**src/rtl/rr_bus_arbiter.sv**
```systemverilog
// Round-robin arbiter granting one request channel a whole memory-bus transaction:
// address beat, then BEATS write-data or BEATS read-response beats, handshakes passed through.
module rr_bus_arbiter #(
   parameter int unsigned NUM_CH   = 2,
   parameter int unsigned DATA_W   = 64,
   parameter int unsigned TAG_W    = 13,
   parameter int unsigned BEATS    = 8,
   parameter logic        WRITE_OP = 1'b1,
   parameter int unsigned PTR_W    = $clog2(BEATS)
) (
   input  logic                     clk,
   input  logic                     reset,
   input  logic [NUM_CH-1:0]        req_cyc,
   output logic [NUM_CH-1:0]        req_ack,
   input  logic [NUM_CH*DATA_W-1:0] req_data,
   input  logic [NUM_CH*TAG_W-1:0]  req_tag,
   output logic [NUM_CH-1:0]        resp_cyc,
   input  logic [NUM_CH-1:0]        resp_ack,
   output logic [NUM_CH*DATA_W-1:0] resp_data,
   output logic [NUM_CH*TAG_W-1:0]  resp_tag,
   output logic [NUM_CH*PTR_W-1:0]  resp_ptr,
   output logic                     bus_reqcyc,
   input  logic                     bus_reqack,
   output logic [DATA_W-1:0]        bus_req,
   output logic [TAG_W-1:0]         bus_reqtag,
   input  logic                     bus_respcyc,
   output logic                     bus_respack,
   input  logic [DATA_W-1:0]        bus_resp,
   input  logic [TAG_W-1:0]         bus_resptag
);

   localparam int unsigned CH_W = $clog2(NUM_CH);

   typedef enum logic [1:0] {StIdle, StAddr, StWData, StRData} state_e;

   state_e            state_q, state_d;
   logic [CH_W-1:0]   grant_q, grant_d;
   logic [CH_W-1:0]   last_q, last_d;
   logic [PTR_W-1:0]  beat_q, beat_d;
   logic              is_wr_q, is_wr_d;

   logic [DATA_W-1:0] req_data_a  [NUM_CH];
   logic [TAG_W-1:0]  req_tag_a   [NUM_CH];
   logic [DATA_W-1:0] resp_data_a [NUM_CH];
   logic [TAG_W-1:0]  resp_tag_a  [NUM_CH];
   logic [PTR_W-1:0]  resp_ptr_a  [NUM_CH];

   for (genvar i = 0; i < NUM_CH; i++) begin : g_ch
      assign req_data_a[i]                    = req_data[i*DATA_W +: DATA_W];
      assign req_tag_a[i]                     = req_tag[i*TAG_W +: TAG_W];
      assign resp_data[i*DATA_W +: DATA_W]    = resp_data_a[i];
      assign resp_tag[i*TAG_W +: TAG_W]       = resp_tag_a[i];
      assign resp_ptr[i*PTR_W +: PTR_W]       = resp_ptr_a[i];
   end

   // Priority scan starts just after the last channel served, wrapping modulo NUM_CH.
   logic            pick_valid;
   logic [CH_W-1:0] pick_idx;
   int unsigned     scan_idx;

   always_comb begin
      pick_valid = 1'b0;
      pick_idx   = '0;
      scan_idx   = 0;
      for (int unsigned k = 1; k <= NUM_CH; k++) begin
         scan_idx = 32'(last_q) + k;
         if (scan_idx >= NUM_CH) scan_idx = scan_idx - NUM_CH;
         if (!pick_valid && req_cyc[CH_W'(scan_idx)]) begin
            pick_valid = 1'b1;
            pick_idx   = CH_W'(scan_idx);
         end
      end
   end

   logic beat_last;
   assign beat_last = (beat_q == PTR_W'(BEATS - 1));

   always_comb begin
      state_d = state_q;
      grant_d = grant_q;
      last_d  = last_q;
      beat_d  = beat_q;
      is_wr_d = is_wr_q;
      unique case (state_q)
         StIdle: begin
            if (pick_valid) begin
               grant_d = pick_idx;
               is_wr_d = (req_tag_a[pick_idx][TAG_W-1] == WRITE_OP);
               state_d = StAddr;
            end
         end
         StAddr: begin
            if (req_cyc[grant_q] && bus_reqack) begin
               last_d  = grant_q;
               beat_d  = '0;
               state_d = is_wr_q ? StWData : StRData;
            end
         end
         StWData: begin
            if (req_cyc[grant_q] && bus_reqack) begin
               if (beat_last) begin
                  beat_d  = '0;
                  state_d = StIdle;
               end else begin
                  beat_d = beat_q + PTR_W'(1);
               end
            end
         end
         StRData: begin
            if (bus_respcyc && resp_ack[grant_q]) begin
               if (beat_last) begin
                  beat_d  = '0;
                  state_d = StIdle;
               end else begin
                  beat_d = beat_q + PTR_W'(1);
               end
            end
         end
      endcase
   end

   // Outputs are forced low while reset is held so an abandoned transaction vanishes at once.
   always_comb begin
      bus_reqcyc  = 1'b0;
      bus_req     = '0;
      bus_reqtag  = '0;
      bus_respack = 1'b0;
      req_ack     = '0;
      resp_cyc    = '0;
      for (int i = 0; i < NUM_CH; i++) begin
         resp_data_a[i] = '0;
         resp_tag_a[i]  = '0;
         resp_ptr_a[i]  = '0;
      end
      if (!reset) begin
         unique case (state_q)
            StIdle: ;
            StAddr, StWData: begin
               bus_reqcyc       = req_cyc[grant_q];
               bus_req          = req_data_a[grant_q];
               bus_reqtag       = req_tag_a[grant_q];
               req_ack[grant_q] = bus_reqack;
            end
            StRData: begin
               resp_cyc[grant_q]    = bus_respcyc;
               resp_data_a[grant_q] = bus_resp;
               resp_tag_a[grant_q]  = bus_resptag;
               resp_ptr_a[grant_q]  = beat_q;
               bus_respack          = resp_ack[grant_q];
            end
         endcase
      end
   end

   always_ff @(posedge clk) begin
      if (reset) begin
         state_q <= StIdle;
         grant_q <= '0;
         last_q  <= CH_W'(NUM_CH - 1);
         beat_q  <= '0;
         is_wr_q <= 1'b0;
      end else begin
         state_q <= state_d;
         grant_q <= grant_d;
         last_q  <= last_d;
         beat_q  <= beat_d;
         is_wr_q <= is_wr_d;
      end
   end

endmodule

```
**config.mk**
```make
export PLATFORM = sky130hd
export DESIGN_NAME = rr_bus_arbiter
export DESIGN_NICKNAME = d
export VERILOG_FILES = /design/src/rtl/rr_bus_arbiter.sv
export SDC_FILE = /design/constraint.sdc
export NUM_CORES = 1
export LEC_CHECK = 0
export ABC_AREA = 0
export CELL_PAD_IN_SITES_DETAIL_PLACEMENT = 0
export CELL_PAD_IN_SITES_GLOBAL_PLACEMENT = 1
export CORE_AREA = 2 2 189 191
export CTS_BUF_LIST = sky130_fd_sc_hd__clkbuf_16
export CTS_CLUSTER_DIAMETER = 60
export CTS_CLUSTER_SIZE = 25
export DETAILED_ROUTE_END_ITERATION = 12
export DIE_AREA = 0 0 191 193
export PLACE_DENSITY = 0.57
export SLEW_MARGIN = 40
export SYNTH_ARGS = -nofsm -noshare
export SYNTH_HDL_FRONTEND = slang
export SYNTH_SLANG_ARGS = --single-unit
```
**constraint.sdc**
```tcl
create_clock -name clk -period 3.25 [get_ports clk]
set_clock_uncertainty 0.15 [all_clocks]
set_input_delay 0.65 -clock clk [delete_from_list [all_inputs] [get_ports clk]]
set_output_delay 0.65 -clock clk [all_outputs]
set_load 0.03 [all_outputs]
```
After elaboration in Yosys (flattened, before gate mapping)

Cells that the tools add are included.

Bitwise gates (word level): 7
Muxes and demuxes: 61
Reductions and logical operators: 13
Equality and inequality tests: 8
$add $sub $neg: 5
Magnitude comparators: 9

Operators with widths:

| operator                                           | count |
|---|---|
| two-way mux 64 bit                                 | 6 |
| two-way mux 128 bit                                | 2 |
| bitwise AND 128 bit                                | 1 |
| two-way mux 13 bit                                 | 9 |
| demux 64 bit (select 1 bit)                        | 1 |
| two-way mux 26 bit                                 | 2 |
| bitwise AND 26 bit                                 | 1 |
| two-way mux 1 bit                                  | 20 |
| two-way mux 2 bit                                  | 9 |
| two-way mux 3 bit                                  | 5 |
| demux 13 bit (select 1 bit)                        | 1 |
| two-way mux 6 bit                                  | 2 |
| one-hot mux 3 bit (3 select lines)                 | 1 |
| != test 2 bit, second input constant               | 4 |
| one-hot mux 2 bit (4 select lines)                 | 1 |
| AND reduction 4 bit                                | 2 |
| bitwise AND 6 bit                                  | 1 |
| >= comparator 2 bit, second input constant         | 3 |
| < comparator 1 x 2 -> 1 bit, second input constant | 3 |
| logical AND 1 bit                                  | 5 |
| bitwise AND 2 bit                                  | 2 |
| equality test 2 bit, second input constant         | 2 |
| inverter 1 -> 2 bit                                | 2 |
| AND reduction 2 bit                                | 2 |
| other kinds (15)                                   | 16 |

Output and inout bits: 243
Register bits: 8

Depth between registers and ports, before layout

Depth in word-level cells: 13
Depth in mapped cells: 6

Least setup slack after synthesis

Ideal clock, no wire load.

Path type: input -> output
Start point: input port reset
End point: output port req_ack[0]
Path buffers: 3
Data required time: 2450 ps
Path slack: 538 ps
Stages on the path: 5
Data arrival time: 1912 ps
Cells stage by stage: clkbuf_1 > nand2b_1 > clkbuf_1 > buf_2 > nor3_1

Longest elaborated chain between the ends: 1

Ends and longest elaborated chain:

| element           | line | RTL |
|---|---|---|
| from (decl)       | 12   | `input logic reset,` |
| two-way mux 2 bit | 135  | `if (!reset) begin` |
| to (decl)         | 14   | `output logic [NUM_CH-1:0] req_ack,` |

No other way between the ends.

Final worst setup path

Start point: register state_q[0]
End point: output port resp_tag[12]

Longest elaborated chain between the ends: 3

Ends and longest elaborated chain:

| element                | line | RTL |
|---|---|---|
| from (decl)            | 36   | `state_e state_q, state_d;` |
| from (signal assigned) | 157  | `state_q <= StIdle;` |
| from (signal assigned) | 163  | `state_q <= state_d;` |
| equality test 2 bit    | 136  | `unique case (state_q)` |
| two-way mux 26 bit     | 136  |  |
| two-way mux 26 bit     | 135  |  |
| to (decl)              | 20   | `output logic [NUM_CH*TAG_W-1:0] resp_tag,` |

No other way between the ends.

==> results.json <==
{
  "layout.nets": 1216,
  "synth-seq-area-share_pct": 5.44,
  "syn_nets": 751,
  "reg2reg_setup_slack_ps": 1420,
  "port_buffers": 481,
  "worst_pin_slew_ps": 433,
  "count_of_unresolved_drc_violations_after_routing": 0,
  "route.vias.total": 5050,
  "crit_fanout": 81,
  "route.final.wire_length_mm": 20.3,
  "end_kind": "output pin",
  "dp_hpwl_mm": 17.3,
  "maximum_ir_drop_on_the_vdd_rail_v": 0.000196,
  "synth_unique_cells": 31,
  "min_delay_worst_endpoint": "is_wr_q",
  "critical-path-max-stage-delay_ps": 700,
  "postCtsSetupRepairBufs": 0,
  "cp_cell_sequence": "ha_1 -> nand2_2 -> buf_12 -> nor2_1 -> clkdlybuf4s50_1",
  "clock-sinks": 8,
  "outcome": "finished clean",
  "routed_via_density": 3.53,
  "hold_depth": 2,
  "p_leak_nw": 2.95,
  "master_of_the_slowest_instance_on_the_critical_path": "sky130_fd_sc_hd__clkdlybuf4s50_1",
  "post-route-min-period_ps": 3140,
  "timing.critical_path.buf_inv": 2,
  "worstHoldStart": "is_wr_q",
  "detail_route.wl_per_cell_um": 14.2,
  "fmaxAchievable_ghz": 0.318,
  "clk-insertion-delay-late_ps": 240,
  "r2r.worst_path.cells": 6,
  "r2r_start": "state_q[0]",
  "grt_busiest_layer": "met2",
  "synth_top_cells_by_area": "sky130_fd_sc_hd__nor2_1 (31%), sky130_fd_sc_hd__mux2i_1 (28%), sky130_fd_sc_hd__nand2b_1 (17%)",
  "ctsLongestPathBuffers": 2,
  "die_x_um": 191,
  "holdWs_ps": 328,
  "proportion_of_netlist_area_held_by_the_largest_area_contributor_pct": 31.2,
  "floorplan.die_area_sq_mm": 0.0369,
  "cp.required_ps": 2450,
  "cts_made_buffers": 3,
  "grt_start_max_net_pins": 82,
  "grt_util_met2_pct": 20.5,
  "place_congestion": 0.746,
  "route.antenna.remaining_nets": 0,
  "number_of_instances_in_the_synthesized_netlist": 506,
  "crit_type": "reg2out",
  "mappedNetlistArea_sq_mm": 0.00295,
  "setup_violations": 0,
  "initial_utilization_pct": 8.42,
  "grt_setup_unrepaired": "no",
  "num_antenna_cells": 0,
  "placement_row_count": 69,
  "cp.arrival_ps": 2340,
  "height_of_the_chip_um": 193,
  "yosys_warn_count": 0,
  "power_density_over_cell_area_mw_per_mm2": 331,
  "number_of_antenna_violations_at_the_first_check_in_global_routing": 1,
  "tritoncts_clock_tree": "built",
  "timing.final.max_slew_violations": 0,
  "yosys.area.top_type": "sky130_fd_sc_hd__nor2_1",
  "post_route_cells_drive_above_1_share_pct": 5.05,
  "timing.setup.tns_ps": 0,
  "timing.hold.worst.class": "reg2reg",
  "post_synth.cell_area_avg_sq_um": 5.82,
  "timing.final.crit_share_pct": 96.7,
  "detailedRoute.firstPassIterationCount": 4,
  "cpLargestDelayFamily": "buffers and inverters",
  "placeableCoreArea_sq_mm": 0.0350,
  "wire_length_of_the_first_global_routing_pass_mm": 28.0,
  "grt_remaining_overflow": 0,
  "cts_root_buffer": "sky130_fd_sc_hd__clkbuf_16",
  "h-tree-depth": 1,
  "area_delta_synth_final_pct": 190,
  "flip_flop_and_latch_count_after_synthesis": 8,
  "slew-limit-headroom_pct": 71.1,
  "grt_pass1_vias": 4938,
  "timing.critical_path.from_type": "flop",
  "timing.max_cap.violations": 0,
  "clkTransAtPathRegs_ps": 40,
  "gr-usage-all-layers_pct": 9.93,
  "grt_util_met3_pct": 2.68,
  "rr_endpoint": "state_q[0]",
  "grt_use_met1_pct": 9.20,
  "ios": 482,
  "timing_hold_violations_final": 0,
  "first_iter_violations": 120
}
## worst register-to-register path, stage by stage (launching register included)
cell and delay, ps:
sky130_fd_sc_hd__dfxtp_1 380, sky130_fd_sc_hd__inv_1 80, sky130_fd_sc_hd__ha_1 240, sky130_fd_sc_hd__nor2_1 280, sky130_fd_sc_hd__a2bb2oi_2 230, sky130_fd_sc_hd__a31oi_1 110
sky130_fd_sc_hd__a311oi_1 260
## per-stage QoR
stage | power [mW] | worst slack, ps | std cells | cell area, sq um | util (%)
detailed placement | 2.63 | 192 | 1427 | 8470 | 24.2
global placement | 2.65 | 165 | 1427 | 8470 | 24.2
finish | 2.83 | 108 | 1431 | 8550 | 24.4
CTS | 2.88 | 79.9 | 1431 | 8550 | 24.4
global route | 3.00 | 10.8 | 1431 | 8550 | 24.4
floorplan | 1.47 | 538 | 506 | 2950 | -
## flip-flops by register name, indices dropped and copies added, names as in the netlist
register and cells:
last_q 1, is_wr_q 1, state_q 2, grant_q 1
beat_q 3
## cell families (layout without fill, tap and decap cells)
logic type	Yosys count	after routing	share of synthesized area [%]
buffers and inverters	51	515	8.28
adder cells (fa/ha/maj)	6	6	2.55
AO/OA/AOI/OAI	18	18	4.42
AND/OR/NAND/NOR	341	341	51.4
multiplexers	82	82	27.9
flip-flops	8	8	5.44
## how the worst max path moves through the flow
| stage | slack, ps | endpoint | cells after the start | startpoint |
|---|---|---|---|---|
| floorplan | 540 | req_ack[0] | 5 | reset |
| global route | 10 | resp_tag[12] | 5 | state_q[0] |
| CTS | 80 | resp_data[80] | 5 | state_q[0] |
| finish | 110 | resp_tag[12] | 5 | state_q[0] |
| global placement | 160 | resp_data[80] | 4 | bus_resp[16] |
| detailed placement | 190 | resp_data[80] | 4 | bus_resp[16] |
## area by class of cell
cell class / instances / area [sq um]
clock buffers: 3 / 75.1
clock inverters: 1 / 3.75
fillers: 3866 / 26400
inverters: 6 / 22.5
multi-input cells: 447 / 2550
flip-flops and latches: 8 / 164
well taps: 461 / 577
repair buffers: 505 / 5160
## cell usage after synthesis, drive strengths merged
cell type	count
a211oi	2
or4	1
ha	6
o21ai	2
o22ai	1
o22a	1
a21boi	1
nor2b	1
nor2	245
nand3	1
clkbuf	17
nand4	1
a31oi	2
a22oi	1
mux2i	82
nor3b	1
buf	28
dfxtp	8
o21bai	1
inv	6
o21a	1
nor3	4
nand2b	82
nand2	5
a31o	1
a311oi	1
a21oi	3
a2bb2oi	1
## placed cells by master (no fill, tap or decap), types with 2 or more instances in the layout
master                            instances
sky130_fd_sc_hd__a31oi_1                  2
sky130_fd_sc_hd__dfxtp_1                  7
sky130_fd_sc_hd__nand2_2                  2
sky130_fd_sc_hd__clkbuf_16                3
sky130_fd_sc_hd__buf_4                   22
sky130_fd_sc_hd__clkdlybuf4s50_1        465
sky130_fd_sc_hd__nor3_1                   3
sky130_fd_sc_hd__mux2i_1                 82
sky130_fd_sc_hd__buf_12                  16
sky130_fd_sc_hd__nand2_1                  3
sky130_fd_sc_hd__inv_1                    7
sky130_fd_sc_hd__nand2b_1                81
sky130_fd_sc_hd__a21oi_1                  3
sky130_fd_sc_hd__nor2_1                 245
sky130_fd_sc_hd__a211oi_1                 2
sky130_fd_sc_hd__ha_1                     6
## where the power goes
part           switching, mW  leakage [nW]  internal [mW]  total, mW
Combinational           1.29          2.84           1.15       2.44
Sequential            0.0342        0.0662          0.123      0.158
Clock                 0.0628        0.0423          0.162      0.224
Total                   1.39          2.95           1.44       2.83
## metal layers
metal / part of all wire, % / routed length [um]
met5: 0 / 0
met2: 55 / 11200
met1: 33 / 6750
met4: 2.6 / 519
met3: 9.0 / 1840
## timing repair
action,4_1_cts,5_1_grt
setup endpoints to repair,0,1
hold buffers,0,0
gates resized for setup,0,1
(Power assumes the default switching activity.)
